## src/rtl/asi_pkg.sv

```systemverilog
// Shared definitions for the ASI master poll scheduler.
//   - asi_state_e : scheduler FSM states
//   - bus timing  : ASI bit time and default reply timeout / inter-frame pause
//   - widths      : slave address, decoder reply nibble, shared timer
package asi_pkg;

  localparam int ASI_ADDR_W       = 5;
  localparam int ASI_DATA_W       = 4;
  localparam int ASI_BIT_CYC      = 72;
  localparam int DEF_RESP_TIMEOUT = 1200;
  // Three bit times of bus silence between frames.
  localparam int DEF_PAUSE_CYC    = 3 * ASI_BIT_CYC;
  localparam int TIMER_W          = 16;

  typedef enum logic [2:0] {
    IDLE,
    SEL,
    SEND,
    WAIT_TX,
    WAIT_RX,
    REC,
    PAUSE
  } asi_state_e;

endpackage

```

## src/rtl/asi_resp_timer.sv

```systemverilog
// Clear/enable up-counter with a terminal-count flag, shared by the reply
// timeout and the inter-transaction pause.
// Ports:
//   clk_in, rst  : clock, synchronous active-low reset
//   clear        : synchronous clear to zero (wins over enable)
//   enable       : count up by one
//   limit        : terminal count value
//   tc           : count == limit
module asi_resp_timer
  import asi_pkg::*;
(
  input  logic               clk_in,
  input  logic               rst,
  input  logic               clear,
  input  logic               enable,
  input  logic [TIMER_W-1:0] limit,
  output logic               tc
);

  logic [TIMER_W-1:0] count;

  always_ff @(posedge clk_in) begin
    if (!rst || clear) begin
      count <= '0;
    end else if (enable) begin
      count <= count + 1'b1;
    end
  end

  assign tc = (count == limit);

endmodule

```

## src/rtl/asi_poll_scheduler.sv

```systemverilog
// ASI master cycle scheduler. Polls slaves 1..SLAVE_MAX round-robin through
// the Manchester encoder/decoder, interleaves at most one host transaction
// between cyclic polls, and records every result in the slave-status table.
// Optional feature macro: ASI_RETRY_EN -- failed transactions are repeated
// up to RETRY_MAX times before the last attempt is recorded.
// Ports:
//   clk_in, rst                       : clock, synchronous active-low reset
//   cyc_addr / cyc_wdata              : next cyclic poll address and its data
//   host_req/addr/wdata, host_ack     : host request handshake
//   host_done/rdata/fail              : host transaction result
//   enc_start/addr/data, enc_busy     : Manchester encoder frame interface
//   dec_valid/data/err                : Manchester decoder reply
//   slv_we/addr/rdata/ok              : slave-status table write port
//   cycle_done                        : poll pointer wrapped SLAVE_MAX -> 1
module asi_poll_scheduler
  import asi_pkg::*;
#(
  parameter int SLAVE_MAX    = 31,
  parameter int RESP_TIMEOUT = DEF_RESP_TIMEOUT,
  parameter int PAUSE_CYC    = DEF_PAUSE_CYC,
  parameter int RETRY_MAX    = 1
) (
  input  logic                  clk_in,
  input  logic                  rst,
  output logic [ASI_ADDR_W-1:0] cyc_addr,
  input  logic [ASI_ADDR_W-1:0] cyc_wdata,
  input  logic                  host_req,
  input  logic [ASI_ADDR_W-1:0] host_addr,
  input  logic [ASI_ADDR_W-1:0] host_wdata,
  output logic                  host_ack,
  output logic                  host_done,
  output logic [ASI_DATA_W-1:0] host_rdata,
  output logic                  host_fail,
  output logic                  enc_start,
  output logic [ASI_ADDR_W-1:0] enc_addr,
  output logic [ASI_ADDR_W-1:0] enc_data,
  input  logic                  enc_busy,
  input  logic                  dec_valid,
  input  logic [ASI_DATA_W-1:0] dec_data,
  input  logic                  dec_err,
  output logic                  slv_we,
  output logic [ASI_ADDR_W-1:0] slv_addr,
  output logic [ASI_DATA_W-1:0] slv_rdata,
  output logic                  slv_ok,
  output logic                  cycle_done
);

  asi_state_e state, next_state;

  logic [ASI_ADDR_W-1:0] poll_ptr;
  logic [ASI_DATA_W-1:0] rx_data;
  logic                  rx_ok;
  logic                  is_host;
  logic                  last_host;
  logic                  seen_busy;

  logic tmr_clear, tmr_enable, tmr_tc;
  logic [TIMER_W-1:0] tmr_limit;

  logic sel_host, rx_done, rx_good, at_max;
  logic can_retry, retry_now, redo;

  // Host wins SEL only if the previous transaction was cyclic, so a held
  // host_req can never starve the poll cycle.
  assign sel_host = host_req && !last_host;
  assign rx_good  = dec_valid && !dec_err;
  // A reply arriving in the timeout cycle still counts as a reply.
  assign rx_done  = (state == WAIT_RX) && (dec_valid || tmr_tc);
  assign at_max   = (poll_ptr == ASI_ADDR_W'(SLAVE_MAX));
  assign cyc_addr = poll_ptr;

  assign retry_now = (state == REC) && !rx_ok && can_retry;

  // Timer is zeroed in the state before each timed state.
  assign tmr_clear  = (state == WAIT_TX) || (state == REC);
  assign tmr_enable = (state == WAIT_RX) || (state == PAUSE);
  assign tmr_limit  = (state == PAUSE) ? TIMER_W'(PAUSE_CYC - 1)
                                       : TIMER_W'(RESP_TIMEOUT - 1);

  asi_resp_timer u_timer (
    .clk_in (clk_in),
    .rst    (rst),
    .clear  (tmr_clear),
    .enable (tmr_enable),
    .limit  (tmr_limit),
    .tc     (tmr_tc)
  );

`ifdef ASI_RETRY_EN
  logic [1:0] retry_cnt;

  assign can_retry = (int'(retry_cnt) < RETRY_MAX);

  // redo steers PAUSE back to SEND so the retry reuses the captured frame.
  always_ff @(posedge clk_in) begin
    if (!rst) begin
      retry_cnt <= '0;
      redo      <= 1'b0;
    end else if (state == SEL) begin
      retry_cnt <= '0;
      redo      <= 1'b0;
    end else if (state == REC) begin
      redo <= retry_now;
      if (retry_now) begin
        retry_cnt <= retry_cnt + 2'd1;
      end
    end
  end
`else
  // RETRY_MAX has no effect in this build; every first outcome is recorded.
  assign can_retry = 1'b0 & (RETRY_MAX != 0);
  assign redo      = 1'b0;
`endif

  always_ff @(posedge clk_in) begin
    if (!rst) begin
      state     <= IDLE;
      poll_ptr  <= ASI_ADDR_W'(1);
      enc_addr  <= '0;
      enc_data  <= '0;
      is_host   <= 1'b0;
      last_host <= 1'b0;
      seen_busy <= 1'b0;
      rx_ok     <= 1'b0;
      rx_data   <= '0;
    end else begin
      state <= next_state;
      case (state)
        SEL: begin
          is_host   <= sel_host;
          last_host <= sel_host;
          enc_addr  <= sel_host ? host_addr  : poll_ptr;
          enc_data  <= sel_host ? host_wdata : cyc_wdata;
        end
        SEND: seen_busy <= 1'b0;
        WAIT_TX: begin
          if (enc_busy) begin
            seen_busy <= 1'b1;
          end
        end
        WAIT_RX: begin
          if (rx_done) begin
            rx_ok   <= rx_good;
            rx_data <= rx_good ? dec_data : '0;
          end
        end
        REC: begin
          if (!retry_now && !is_host) begin
            poll_ptr <= at_max ? ASI_ADDR_W'(1) : poll_ptr + 1'b1;
          end
        end
        default: ;
      endcase
    end
  end

  // Result outputs are held at zero except in the recording REC cycle.
  always_comb begin
    next_state = state;
    enc_start  = 1'b0;
    host_ack   = 1'b0;
    host_done  = 1'b0;
    host_rdata = '0;
    host_fail  = 1'b0;
    slv_we     = 1'b0;
    slv_addr   = '0;
    slv_rdata  = '0;
    slv_ok     = 1'b0;
    cycle_done = 1'b0;
    case (state)
      IDLE: next_state = SEL;
      SEL: begin
        host_ack   = sel_host;
        next_state = SEND;
      end
      SEND: begin
        enc_start  = 1'b1;
        next_state = WAIT_TX;
      end
      WAIT_TX: begin
        if (seen_busy && !enc_busy) begin
          next_state = WAIT_RX;
        end
      end
      WAIT_RX: begin
        if (rx_done) begin
          next_state = REC;
        end
      end
      REC: begin
        next_state = PAUSE;
        if (!retry_now) begin
          slv_we     = 1'b1;
          slv_addr   = enc_addr;
          slv_rdata  = rx_data;
          slv_ok     = rx_ok;
          host_done  = is_host;
          host_rdata = is_host ? rx_data : '0;
          host_fail  = is_host && !rx_ok;
          cycle_done = !is_host && at_max;
        end
      end
      PAUSE: begin
        if (tmr_tc) begin
          next_state = redo ? SEND : SEL;
        end
      end
      default: next_state = IDLE;
    endcase
  end

endmodule

```

## config.mk

```make
export PLATFORM = sky130hd
export DESIGN_NAME = asi_poll_scheduler
export DESIGN_NICKNAME = d
export VERILOG_FILES = /design/src/rtl/asi_pkg.sv /design/src/rtl/asi_resp_timer.sv /design/src/rtl/asi_poll_scheduler.sv
export SDC_FILE = /design/constraint.sdc
export NUM_CORES = 1
export LEC_CHECK = 0
export ABC_AREA = 1
export CAP_MARGIN = 30
export CORE_ASPECT_RATIO = 2
export CORE_MARGIN = 3
export CORE_UTILIZATION = 47
export DETAILED_ROUTE_END_ITERATION = 6
export HOLD_SLACK_MARGIN = 0.05
export PLACE_DENSITY = 0.79
export SKIP_CTS_REPAIR_TIMING = 1
export SLEW_MARGIN = 5
export SYNTH_ARGS = -nofsm -noshare
export SYNTH_HDL_FRONTEND = slang
export SYNTH_SLANG_ARGS = --single-unit
```

## constraint.sdc

```tcl
create_clock -name clk_in -period 1.85 [get_ports clk_in]
set_input_delay 0.185 -clock clk_in [delete_from_list [all_inputs] [get_ports clk_in]]
set_output_delay 0.185 -clock clk_in [all_outputs]
set_load 0.01 [all_outputs]
```

==> qor.csv <==
metric;value;unit
ANT cells;0;
clock tree buffer depth;2;
maxcap violations;0;
slowest CP cell;clkdlybuf4s50_1;
initial antenna violation count;0;
Netlist Area Pre-Place;2110;µm²
final setup fails;0;
slew margin rel.;74.7;%
worst vdd ir;0.550;mV
Worst path top cell family by delay;buffers and inverters;
Synth area leaders;dfxtp_1 (39%), nand2_1 (11%), nor2_1 (11%);
slowest stage delay, CP;560;ps
post-synth top area share;38.9;%
Final Max Tran Viols;0;
Congestion Overflow GR;0;
Top Ports;60;
Worst Setup End Kind;output port;
DR WL/cell;14.0;µm
worst min-delay path class;in -> reg;
layout cell share with drive strength beyond 1;10.5;%
Num CTS Buffers;5;
DR DRC count;0;
worst-path cell chain;buf_4, nand2_1, nor2_1, clkdlybuf4s50_1;
first-pass GRT wire length;9880;µm
vias in the first global route;2355;
top_reg_cell synth;dfxtp_1;
crit path buf inv count;2;
worst-path fanout max;4;
die width;53.4;µm
Synth-to-Final Area Change;40.7;%
iteration-0 DRC count of the detailed router;63;
worst-margin pin slew;377;ps
placed instance count;436;
Power Density;719;nW/µm²
Initial Util;50.1;%
Post-Synthesis Cells;316;
Core Rows;33;
Synth async-reset ratio;0;%
Port Buf Inserts;59;
Sink Count;41;
final RePlAce weighted congestion;0.816;
Die ar.;5380;µm²
Core Region;4210;µm²
sequential share of the synthesized area;38.9;%
HPWL Detailed;4870;µm
Tmin final;1720;ps
clk_lat worst skew;290;ps
Non-Filler Instances;443;
Power, Total;2.14;mW
RSZ-0062 raised after global routing;no;
crit path launch type;flip-flop;
largest net degree at the start of global routing;17;
wirelength, routed;6180;µm
Final nets;419;
Mapped Avg Cell Area;6.68;µm²
Die Ht;101;µm
number of synthesized flops with an enable pin;0;
final worst slack;134;ps
Clock transition at path regs;80;ps
Worst EP arrival;1530;ps
Clock Skew;6.29;ps
Synth cell types;29;
Antenna Violating Nets Remaining;0;
pre-CTS WS;6.25;ps
fin crit share;92.8;%
CTS tree;yes;
status;completed;
commonest non-fill, non-tap cells in the layout;nand2_1 (62), nor2_1 (60), inv_1 (44);
post-synth top area cell;dfxtp_1;
vias;2292;
CTS H-tree depth;2;
Final Hold Viols;0;
Req. time, crit path;1660;ps
crit path kind;reg -> out;
commonest non-fill, non-tap cell in the layout;nand2_1;
Root Buffer;clkbuf_8;
#FFs+latches synth;41;
Lkg Pwr;1.44;nW
DRT Pass-1 Iters;4;
syn nets;344;
f_max;0.583;GHz
Via density;5.17;
Synth Warn #;0;
GRT Total Usage;24.9;%
layout make-up:
| class | instances | area, µm² |
|---|---|---|
| Inverter | 51 | 191 |
| Tap cell | 52 | 65.1 |
| Fill cell | 368 | 1240 |
| Clock buffer | 7 | 86.3 |
| Multi-Input combinational cell | 219 | 1080 |
| Sequential cell | 41 | 821 |
| Timing Repair Buffer | 73 | 728 |
worst reg2reg max path: stages (launching register included):
cell	delay (ps)
dfxtp_1	350
buf_4	150
nand2_2	130
nor2_1	160
nand2_1	60
inv_1	90
nand2_1	100
nor2_1	170
inv_1	80
o21ai_0	160
a21oi_1	60
per-stage QoR:
step | cell area, µm² | TNS [ps] | utilization (%) | hold WS (ps)
5_1_grt | 2970 | 0 | 70.6 | 456
4_1_cts | 2930 | -4110 | 69.6 | 438
2_1_floorplan | 2110 | 0 | - | 332
3_5_place_dp | 2850 | 0 | 67.6 | 458
6_report | 2970 | 0 | 70.6 | 449
3_3_place_gp | 2850 | 0 | 67.6 | 451
kinds of logic (layout without fill, tap and decap cells):
kind of cell / after synthesis / after routing / synth area share [%]
flip-flops: 41 / 41 / 38.9
adder cells (fa/ha/maj): 3 / 3 / 1.78
AND/OR/NAND/NOR: 157 / 157 / 32.8
buffers and inverters: 56 / 131 / 10.4
XOR/XNOR: 4 / 4 / 1.66
AO/OA/AOI/OAI: 55 / 55 / 14.6
synthesized netlist by cell type, types with 2 or more instances:
cell type / number
a21oi_1: 32
a221oi_1: 4
clkbuf_1: 3
dfxtp_1: 41
ha_1: 3
inv_1: 44
inv_2: 6
nand2_1: 62
nand2_2: 2
nand3_1: 11
nand3_2: 2
nand4_1: 2
nor2_1: 61
nor2_4: 3
nor3_1: 10
o21ai_0: 14
xor2_1: 4
layer usage:
layer	GRT usage, %	part of all wire (%)	vias to the layer above
li1	-	-	1152
met1	21.1	34	1054
met2	48.8	58	68
met3	5.63	4.8	18
met4	12.8	3.4	0
met5	0	0	-
report_power, final:
| group | switching, mW | internal, mW | total (mW) |
|---|---|---|---|
| Sequential | 0.0375 | 0.947 | 0.984 |
| Combinational | 0.304 | 0.259 | 0.564 |
| Clock | 0.293 | 0.296 | 0.590 |
| Total | 0.635 | 1.50 | 2.14 |
flip-flops by register name (all words and copies together), names as in the netlist, 3 cells and up:
register / cells
rx_data: 4
enc_addr: 5
cyc_addr: 5
state: 3
enc_data: 5
u_timer.count: 16
path summary, 6_finish.rpt:
kind,from,end,slack (ps),cells past startpoint
worst max-delay path,state[1]$_SDFFE_PN0P_,enc_start,130,4
worst min-delay path,dec_data[3],rx_data[3]$_SDFFE_PN0P_,450,3
worst max register to register,state[2]$_SDFFE_PN0P_,u_timer.count[7]$_SDFFE_PP0P_,250,10
worst min register to register,rx_data[3]$_SDFFE_PN0P_,rx_data[3]$_SDFFE_PN0P_,460,2
(Power assumes the default switching activity.)
